## config.mk

```make
export PLATFORM = sky130hd
export DESIGN_NAME = bram_arb_ctrl
export DESIGN_NICKNAME = d
export VERILOG_FILES = /design/src/rtl/bram_arb_ctrl_pkg.sv /design/src/rtl/bram_arb_ctrl_rr_arbiter.sv /design/src/rtl/bram_arb_ctrl.sv
export SDC_FILE = /design/constraint.sdc
export NUM_CORES = 1
export LEC_CHECK = 0
export CAP_MARGIN = 15
export CORE_AREA = 10 10 196 198
export CTS_CLUSTER_DIAMETER = 100
export DETAILED_ROUTE_END_ITERATION = 6
export DIE_AREA = 0 0 206 208
export GPL_TIMING_DRIVEN = 0
export HOLD_SLACK_MARGIN = 0.15
export PLACE_DENSITY = 0.53
export SETUP_SLACK_MARGIN = 0.5
export SLEW_MARGIN = 20
export SYNTH_ARGS = -nofsm -noshare
export SYNTH_HDL_FRONTEND = slang
export SYNTH_SLANG_ARGS = --single-unit
```

## constraint.sdc

```tcl
create_clock -name clk -period 7.17 [get_ports clk]
set_input_delay 2.151 -clock clk [delete_from_list [all_inputs] [get_ports clk]]
set_output_delay 2.151 -clock clk [all_outputs]
set_load 0.02 [all_outputs]
```

## src/rtl/bram_arb_ctrl_pkg.sv

```systemverilog
// Shared constants and helpers for the BRAM arbiter controller.
// ADDR_MODE encodings, byte-count derivation and channel-tag width.
package bram_arb_ctrl_pkg;

  localparam int ADDR_MODE_WORD   = 0;
  localparam int ADDR_MODE_BYTE32 = 2;

  typedef enum logic {
    OP_READ  = 1'b0,
    OP_WRITE = 1'b1
  } op_e;

  function automatic int num_byte(input int dat_width);
    return dat_width / 8;
  endfunction

  // A single-channel build still needs a 1-bit tag.
  function automatic int tag_width(input int num_ch);
    return (num_ch <= 2) ? 1 : $clog2(num_ch);
  endfunction

endpackage

```

## src/rtl/bram_arb_ctrl_rr_arbiter.sv

```systemverilog
// Combinational round-robin arbiter: one-hot grant to the first requester
// found at or after ptr, wrapping around.
module rr_arbiter
  import bram_arb_ctrl_pkg::*;
#(
  parameter int NUM_CH = 4,
  localparam int TAG_W = tag_width(NUM_CH)
) (
  input  logic [NUM_CH-1:0] req,
  input  logic [TAG_W-1:0]  ptr,
  output logic [NUM_CH-1:0] grant
);

  logic [NUM_CH-1:0] req_rot;
  logic [NUM_CH-1:0] gnt_rot;

  // Rotate so ptr sits at bit 0, isolate the lowest set bit, rotate back.
  assign req_rot = NUM_CH'({req, req} >> ptr);
  assign gnt_rot = req_rot & (-req_rot);
  assign grant   = NUM_CH'(({gnt_rot, gnt_rot} << ptr) >> NUM_CH);

endmodule

```

## src/rtl/bram_arb_ctrl.sv

```systemverilog
// Multi-channel round-robin front end for a single BRAM port with read return.
// Define BRAM_ARB_CTRL_ODAT_HOLD_EN to keep the last returned word per channel on odat.
module bram_arb_ctrl
  import bram_arb_ctrl_pkg::*;
#(
  parameter int NUM_CH     = 4,
  parameter int DAT_WIDTH  = 32,
  parameter int ADDR_WIDTH = 32,
  parameter int ADDR_MODE  = ADDR_MODE_BYTE32,
  parameter int MEM_DELAY  = 2,
  localparam int NUM_BYTE  = num_byte(DAT_WIDTH),
  localparam int TAG_W     = tag_width(NUM_CH)
) (
  input  logic                         clk,
  input  logic                         rst,
  input  logic [NUM_CH*ADDR_WIDTH-1:0] req_addr,
  input  logic [NUM_CH-1:0]            req_wren,
  input  logic [NUM_CH*NUM_BYTE-1:0]   req_be,
  input  logic [NUM_CH*DAT_WIDTH-1:0]  req_idat,
  input  logic [NUM_CH-1:0]            req_rden,
  output logic [NUM_CH-1:0]            req_rdy,
  output logic [NUM_CH*DAT_WIDTH-1:0]  odat,
  output logic [NUM_CH-1:0]            oval,
  output logic [ADDR_WIDTH-1:0]        mem_addr,
  output logic [DAT_WIDTH-1:0]         mem_idat,
  input  logic [DAT_WIDTH-1:0]         mem_odat,
  output logic [NUM_BYTE-1:0]          mem_wren,
  output logic                         mem_enb,
  output logic                         mem_rst
);

  logic [NUM_CH-1:0]     req_any;
  logic [NUM_CH-1:0]     grant;
  logic                  accept;
  logic                  gnt_wr;
  logic [TAG_W-1:0]      ptr_reg, ptr_next;
  logic [TAG_W-1:0]      tag_chain  [NUM_CH+1];
  logic [ADDR_WIDTH-1:0] addr_chain [NUM_CH+1];
  logic [DAT_WIDTH-1:0]  dat_chain  [NUM_CH+1];
  logic [NUM_BYTE-1:0]   be_chain   [NUM_CH+1];

  logic                  iss_val_reg;
  op_e                   iss_op_reg;
  logic [TAG_W-1:0]      iss_tag_reg;
  logic [ADDR_WIDTH-1:0] iss_addr_reg;
  logic [DAT_WIDTH-1:0]  iss_dat_reg;
  logic [NUM_BYTE-1:0]   iss_be_reg;

  logic [MEM_DELAY-1:0]            dly_val_reg;
  logic [MEM_DELAY-1:0][TAG_W-1:0] dly_tag_reg;

  // A write wins over a simultaneous read on the same channel.
  assign req_any = req_wren | req_rden;

  rr_arbiter #(.NUM_CH(NUM_CH)) u_rr_arbiter (
    .req   (req_any),
    .ptr   (ptr_reg),
    .grant (grant)
  );

  assign req_rdy = rst ? '0 : grant;
  assign accept  = ~rst & (|grant);
  assign gnt_wr  = |(grant & req_wren);

  // AND-OR mux of the granted channel's fields; grant is one-hot or zero.
  assign tag_chain[0]  = '0;
  assign addr_chain[0] = '0;
  assign dat_chain[0]  = '0;
  assign be_chain[0]   = '0;
  generate
    for (genvar gi = 0; gi < NUM_CH; gi++) begin : g_mux
      assign tag_chain[gi+1]  = tag_chain[gi]  | (grant[gi] ? TAG_W'(gi) : '0);
      assign addr_chain[gi+1] = addr_chain[gi] |
                                (grant[gi] ? req_addr[gi*ADDR_WIDTH +: ADDR_WIDTH] : '0);
      assign dat_chain[gi+1]  = dat_chain[gi] |
                                (grant[gi] ? req_idat[gi*DAT_WIDTH +: DAT_WIDTH] : '0);
      assign be_chain[gi+1]   = be_chain[gi] |
                                (grant[gi] ? req_be[gi*NUM_BYTE +: NUM_BYTE] : '0);
    end
  endgenerate

  always_comb begin
    ptr_next = ptr_reg;
    if (accept) begin
      ptr_next = (tag_chain[NUM_CH] == TAG_W'(NUM_CH-1)) ? '0
                                                          : tag_chain[NUM_CH] + TAG_W'(1);
    end
  end

  always_ff @(posedge clk) begin
    if (rst) begin
      ptr_reg     <= '0;
      iss_val_reg <= 1'b0;
    end else begin
      ptr_reg     <= ptr_next;
      iss_val_reg <= accept;
    end
  end

  always_ff @(posedge clk) begin
    if (accept) begin
      iss_op_reg   <= gnt_wr ? OP_WRITE : OP_READ;
      iss_tag_reg  <= tag_chain[NUM_CH];
      iss_addr_reg <= addr_chain[NUM_CH] << ADDR_MODE;
      iss_dat_reg  <= dat_chain[NUM_CH];
      iss_be_reg   <= be_chain[NUM_CH];
    end
  end

  assign mem_addr = iss_addr_reg;
  assign mem_idat = iss_dat_reg;
  assign mem_enb  = iss_val_reg;
  assign mem_wren = (iss_val_reg && iss_op_reg == OP_WRITE) ? iss_be_reg : '0;
  assign mem_rst  = rst;

  // Read tags ride alongside the BRAM latency; the last stage lines up with mem_odat.
  generate
    for (genvar gi = 0; gi < MEM_DELAY; gi++) begin : g_dly
      if (gi == 0) begin : g_head
        always_ff @(posedge clk) begin
          dly_tag_reg[gi] <= iss_tag_reg;
          if (rst) dly_val_reg[gi] <= 1'b0;
          else     dly_val_reg[gi] <= iss_val_reg && (iss_op_reg == OP_READ);
        end
      end else begin : g_tail
        always_ff @(posedge clk) begin
          dly_tag_reg[gi] <= dly_tag_reg[gi-1];
          if (rst) dly_val_reg[gi] <= 1'b0;
          else     dly_val_reg[gi] <= dly_val_reg[gi-1];
        end
      end
    end
  endgenerate

  generate
    for (genvar gi = 0; gi < NUM_CH; gi++) begin : g_out
      assign oval[gi] = dly_val_reg[MEM_DELAY-1] && (dly_tag_reg[MEM_DELAY-1] == TAG_W'(gi));
`ifdef BRAM_ARB_CTRL_ODAT_HOLD_EN
      logic [DAT_WIDTH-1:0] hold_reg;
      always_ff @(posedge clk) begin
        if (rst)           hold_reg <= '0;
        else if (oval[gi]) hold_reg <= mem_odat;
      end
      assign odat[gi*DAT_WIDTH +: DAT_WIDTH] = oval[gi] ? mem_odat : hold_reg;
`else
      assign odat[gi*DAT_WIDTH +: DAT_WIDTH] = oval[gi] ? mem_odat : '0;
`endif
    end
  endgenerate

endmodule

```

## After elaboration in Yosys (flattened, before gate mapping)

Index checks and enable logic that the tools add are counted.

| operators by class | value |
|---|---|
| add/sub/neg operators | 2 |
| eq/ne operators | 4 |
| shifts and indexed selects | 2 |
| mux-type cells | 23 |
| bitwise logic cells | 17 |
| reductions and logical operators | 9 |

Operators by type and width:

| cell | count |
|---|---|
| $mux W32 | 8 |
| $mux W30 | 4 |
| $or A32 B32 Y32 | 3 |
| $or A30 B30 Y30 | 3 |
| $mux W4 | 6 |
| $or A4 B4 Y4 | 4 |
| $and A4 B4 Y4 | 2 |
| $reduce_or A4 Y1 | 2 |
| $shl A8 B2 Y8 | 1 |
| $shr A8 B2 Y4 | 1 |
| $eq A2 B2 Y1 const B | 3 |
| $logic_and A1 B1 Y1 | 6 |
| $mux W2 | 3 |
| $neg A4 Y4 | 1 |
| $add A2 B1 Y2 const B | 1 |
| $eq A2 B1 Y1 const B | 1 |
| $logic_not A2 Y1 | 1 |
| $mux W1 | 2 |
| $not A1 Y1 | 2 |
| $or A1 B2 Y2 | 1 |
| $or A2 B2 Y2 | 1 |
| $and A1 B1 Y1 | 1 |

| word-level totals | value |
|---|---|
| register bits | 78 |
| input bits | 314 |
| output and inout bits | 206 |
| word-level logic and storage cells | 68 |

## Logic depth before layout (Yosys ltp)

| logic depth | value |
|---|---|
| depth after elaboration | 10 |
| depth in mapped cells | 7 |
| depth with buffers taken out | 4 |

## Hierarchy

From an unflattened synthesis, not the netlist that was laid out.

| second synthesis, totals | value |
|---|---|
| cells, all modules | 502 |
| area total of the unflattened synthesis | 4929.7 um^2 |

By module, submodules not included:

| module | times used | cells an instance | area each (um^2) | sequential area each (um^2) |
|---|---|---|---|---|
| bram_arb_ctrl | 1 | 484 | 4827.1 | 2252.2 |
| rr_arbiter | 1 | 18 | 102.6 | 0.0 |

## Worst setup path after synthesis

OpenSTA, ideal clock, no wires.

| path | value |
|---|---|
| path type | in2reg |
| start | input port req_rden[2] |
| end | register iss_be_reg[0] (enable) |
| library setup time | 0.537 ns |
| arrival | 6.019 ns |
| data required time | 6.633 ns |
| setup slack | 0.614 ns |
| stages | 2 |
| buffers on the path | 0 |
| cell sequence | nor2_1 -> a31oi_1 |

| between the ends | value |
|---|---|
| longest elaborated chain between the ends | 7 |

RTL lines:

| item | RTL line | source |
|---|---|---|
| start: declaration | bram_arb_ctrl.sv:20 | `input logic [NUM_CH-1:0] req_rden,` |
| $or A4 B4 Y4 * | bram_arb_ctrl.sv:53 | `assign req_any = req_wren \| req_rden;` |
| $shr A8 B2 Y4 * | bram_arb_ctrl_rr_arbiter.sv:18 | `assign req_rot = NUM_CH'({req, req} >> ptr);` |
| $neg A4 Y4 | bram_arb_ctrl_rr_arbiter.sv:19 | `assign gnt_rot = req_rot & (-req_rot);` |
| $and A4 B4 Y4 * | bram_arb_ctrl_rr_arbiter.sv:19 |  |
| $shl A8 B2 Y8 * | bram_arb_ctrl_rr_arbiter.sv:20 | `assign grant = NUM_CH'(({gnt_rot, gnt_rot} << ptr) >> NUM_CH);` |
| $reduce_or A4 Y1 * | bram_arb_ctrl.sv:62 | `assign accept = ~rst & (\|grant);` |
| $and A1 B1 Y1 * | bram_arb_ctrl.sv:62 |  |
| named net accept | bram_arb_ctrl.sv:34 | `logic accept;` |
| end signal: assignment | bram_arb_ctrl.sv:106 | `iss_be_reg <= be_chain[NUM_CH];` |
| end: declaration | bram_arb_ctrl.sv:47 | `logic [NUM_BYTE-1:0] iss_be_reg;` |

The timed path passes the listed nets; every way through them passes the cells marked *.
A chain may end at the register's enable or synchronous reset.

## Worst setup path in the final report

| path | value |
|---|---|
| start | input port req_rden[3] |
| end | output port req_rdy[3] |

| between the ends | value |
|---|---|
| longest elaborated chain between the ends | 6 |

RTL lines:

| item | RTL line | source |
|---|---|---|
| $or A4 B4 Y4 * | bram_arb_ctrl.sv:53 |  |
| $shr A8 B2 Y4 * | bram_arb_ctrl_rr_arbiter.sv:18 |  |
| $neg A4 Y4 | bram_arb_ctrl_rr_arbiter.sv:19 |  |
| $and A4 B4 Y4 * | bram_arb_ctrl_rr_arbiter.sv:19 |  |
| $shl A8 B2 Y8 * | bram_arb_ctrl_rr_arbiter.sv:20 |  |
| $mux W4 * | bram_arb_ctrl.sv:61 | `assign req_rdy = rst ? '0 : grant;` |
| end: declaration | bram_arb_ctrl.sv:21 | `output logic [NUM_CH-1:0] req_rdy,` |

Mark *: on every way between the ends. The rest lies on a longest branch, timed or not.

==> results.sh <==
export IMPL_gpl_final_weighted_congestion=0.861
export IMPL_initial_core_util_pct=16.6
export IMPL_drt_first_pass_iters=4
export IMPL_dpl_cell_count=1648
export IMPL_crit_slowest_cell="sky130_fd_sc_hd__clkdlybuf4s50_1"
export IMPL_clock_skew_final_ps=10.9
export IMPL_number_of_flip_flops_in_the_largest_register=32
export IMPL_powerDensity_nw_per_um2=161
export IMPL_wl_per_cell_um=23.5
export IMPL_worst_setup_path_endpoint="req_rdy[3]"
export IMPL_worst_r2r_endpoint="mem_idat[23]"
export IMPL_max_freq_ghz=0.153
export IMPL_grt_setup_unrepaired="no"
export IMPL_combinationalPowerShare_pct=43.2
export IMPL_post_synth_top_area_fraction_pct=36.4
export IMPL_rows=68
export IMPL_reg2regPathDepth=8
export IMPL_clk_latency_ps=360
export IMPL_sequentialPowerShare_pct=31.7
export IMPL_leakagePower_nw=4.16
export IMPL_detail_route_vias_per_cell=4.67
export IMPL_final_instance_count_excl_fill=1674
export IMPL_setup_violations=0
export IMPL_pre_cts_worst_setup_slack_ps=-539
export IMPL_hp_class="reg -> reg"
export IMPL_syn_area_um2=5690
export IMPL_finalHoldViolations=0
export IMPL_postSynthCellCount=680
export IMPL_synthDominantAreaCellType="sky130_fd_sc_hd__edfxtp_1"
export IMPL_fin_tns_setup_ps=0
export IMPL_cts_tree="built"
export IMPL_worst_path_max_fanout=10
export IMPL_max_slew_margin_pct=31.1
export IMPL_cp_required_ps=5020
export IMPL_post_route_min_period_ps=6550
export IMPL_clock_sink_count=78
export IMPL_final_period_utilization_pct=91.4
export IMPL_vdd_ir_drop_max_uv=107
export IMPL_ys_warnings_count=0
export IMPL_route_final_wire_length_mm=39.3
export IMPL_layout_drive_gt1_share_pct=5.43
export IMPL_detailed_place_area_um2=11500
export IMPL_power_frac_clock_pct=25.1
export IMPL_endpoint_kind="output port"
export IMPL_cp_startpoint="req_rden[3]"
export IMPL_max_clock_path_buffers=2
export IMPL_layout_area_overhead_vs_synth_pct=109
export IMPL_global_route_usage_over_all_layers_pct=17.1
export IMPL_slew_viol_final=0
export IMPL_critical_path_reg2reg_startpoint="ptr_reg[1]"
export IMPL_worstPathCellList="clkdlybuf4s50_1 > or2_2 > clkbuf_2 > clkbuf_4 > clkbuf_2 > nand3_1 > nor2_1 > dlygate4sd2_1"
export IMPL_tritoncts_num_buffers=9
export IMPL_setup_worst_path_start_class="input pin"
export IMPL_slew_worst_pin_ps=1030
export IMPL_crit_path_largest_cell_delay_ps=630
export IMPL_globalRoute_totalOverflow=0
export IMPL_clock_transition_time_at_the_flip_flop_clock_pins_of_the_worst_setup_and_hold_paths_ps=60
export IMPL_grt_pass1_wl_mm=55.0
export IMPL_fp_dieH_um=208
export IMPL_final_cell_area_um2=11900
export IMPL_portBuffers=508
export IMPL_run_status="complete, no violations"
export IMPL_drv_cap=0
export IMPL_post_dp_hpwl_mm=32.2
export IMPL_setup_worst_path_class="in -> out"
export IMPL_path_common_cell="sky130_fd_sc_hd__clkbuf_2"
export IMPL_post_layout_total_power_mw=1.92
export IMPL_grt_start_max_net_pins=20
export IMPL_die_x_um=206
export IMPL_route_detailed_drc=0
export IMPL_floorplan_core_area_um2=34400
export IMPL_ys_types=36
export IMPL_synth_top_cells_by_area="sky130_fd_sc_hd__edfxtp_1, sky130_fd_sc_hd__nand4_1, sky130_fd_sc_hd__and2_1"
export IMPL_power_switching_mw=0.683
export IMPL_final_antenna_net_count=0
export IMPL_total_number_of_vias=7819
export IMPL_antenna_found_initial=6
export IMPL_num_io_pins=520
export IMPL_die_area_um2=42800
export IMPL_share_of_synthesized_area_occupied_by_flip_flops_and_latches_pct=39.6
export IMPL_drt_iter0_markers=348
export IMPL_final_layout_net_count=1524
export IMPL_regToRegSetupSlack_ps=4380
export IMPL_synthesis_stage_register_bit_count=78
export IMPL_cell_internal_pwr_mw=1.23
export IMPL_number_of_global_route_vias_before_repair=8237
export IMPL_final_critical_path_setup_slack_ps=617
export IMPL_swShare_pct=35.7
export IMPL_worst_endpoint_arrival_ps=4400
export IMPL_postSynthAreaPerCell_um2=8.37
export IMPL_cts_root_buf="sky130_fd_sc_hd__clkbuf_16"
export IMPL_clock_tree_htree_level_count=3
-- what timing repair did --
action	CTS	global route
pin swaps	4	0
hold buffers	0	0
buffers inserted	4	2
resized for setup	24	10
setup endpoints to repair	4	4
-- per-layer routing --
metal  vias to the layer above  wire length, µm  share of wire, %  global-route usage [%]
met5                         -               12             0.030                       0
met4                         2              710               1.8                    5.07
met3                        37             3650               9.3                    5.33
met2                       411            20800                53                    31.8
met1                      3733            14200                36                    17.8
li1                       3636                -                 -                       -
-- metrics by stage --
step | hold WS [ps] | utilization, %
4_1_cts | 336 | 34.5
3_3_place_gp | 322 | 33.0
2_1_floorplan | 310 | -
3_5_place_dp | 322 | 33.4
5_1_grt | 353 | 34.6
6_report | 334 | 34.6
-- cells in the mapped netlist, drive strengths merged --
| master | instances |
|---|---|
| nand2 | 70 |
| a31oi | 3 |
| nor4 | 2 |
| a211o | 1 |
| nand3 | 68 |
| nor2 | 10 |
| a21oi | 3 |
| clkbuf | 63 |
| dfxtp | 9 |
| and3 | 5 |
| a211oi | 2 |
| o21a | 1 |
| conb | 1 |
| o211ai | 68 |
| inv | 3 |
| a2111oi | 2 |
| nor2b | 3 |
| a21boi | 1 |
| and2 | 128 |
| o21ai | 3 |
| nor3b | 2 |
| nand4 | 132 |
| a32o | 2 |
| buf | 19 |
| a21o | 1 |
| edfxtp | 69 |
| o22ai | 1 |
| a2bb2oi | 1 |
| or2 | 3 |
| and3b | 1 |
| o21bai | 1 |
| o41a | 1 |
| o21ba | 1 |
-- worst min-delay path by stage --
stage,start,endpoint,cells past startpoint
after CTS,dly_tag_reg[1],dly_tag_reg[3],0
after global routing,dly_tag_reg[1],dly_tag_reg[3],0
final,dly_tag_reg[1],dly_tag_reg[3],0
after global placement,dly_tag_reg[1],dly_tag_reg[3],0
after detailed placement,dly_tag_reg[1],dly_tag_reg[3],0
after floorplan,dly_tag_reg[0],dly_tag_reg[2],0
-- placed cells by master (no fill, tap or decap), types with 4 or more instances in the layout --
master / netlist / routed
sky130_fd_sc_hd__and2_1: 128 / 128
sky130_fd_sc_hd__and3_1: 5 / 5
sky130_fd_sc_hd__buf_2: 9 / 7
sky130_fd_sc_hd__buf_4: 8 / 16
sky130_fd_sc_hd__clkbuf_1: 63 / 56
sky130_fd_sc_hd__clkbuf_16: 0 / 9
sky130_fd_sc_hd__clkbuf_2: 0 / 7
sky130_fd_sc_hd__clkdlybuf4s50_1: 0 / 503
sky130_fd_sc_hd__dfxtp_1: 9 / 9
sky130_fd_sc_hd__diode_2: 0 / 4
sky130_fd_sc_hd__edfxtp_1: 69 / 69
sky130_fd_sc_hd__nand2_1: 70 / 70
sky130_fd_sc_hd__nand3_1: 68 / 68
sky130_fd_sc_hd__nand4_1: 132 / 132
sky130_fd_sc_hd__nor2_1: 10 / 8
sky130_fd_sc_hd__o211ai_1: 68 / 68
-- power by group through the flow --
stage,Sequential (mW),Clock (mW),Combinational [mW]
3_3_place_gp,0.621,0,0.811
6_report,0.608,0.481,0.827
3_5_place_dp,0.619,0,0.818
5_1_grt,0.616,0.516,0.888
2_1_floorplan,0.687,0,0.285
4_1_cts,0.609,0.503,0.834
-- cells by family (layout without fill, tap and decap cells) --
kind of cell	count (synthesis)	count (layout)	synth area share, %
buf+inv	85	619	6.33
simple gates	424	424	41.7
compound gates	92	92	12.4
other cells	1	6	0.0659
flops	78	78	39.6
-- critical path, delay by kind of cell --
kind / cells / cell delay, ps
buf+inv: 5 / 1830
simple gates: 3 / 410
-- layout make-up --
class	instances	area [µm²]
Fill cell	3610	22500
Timing Repair Buffer	518	5230
Multi-Input combinational cell	518	3160
Sequential cell	78	2250
Tap cell	455	569
Buffer	82	369
Clock buffer	10	229
Clock inverter	6	62.6
Inverter	3	11.3
Antenna cell	4	10.0
Power figures use the tool's default switching activity.
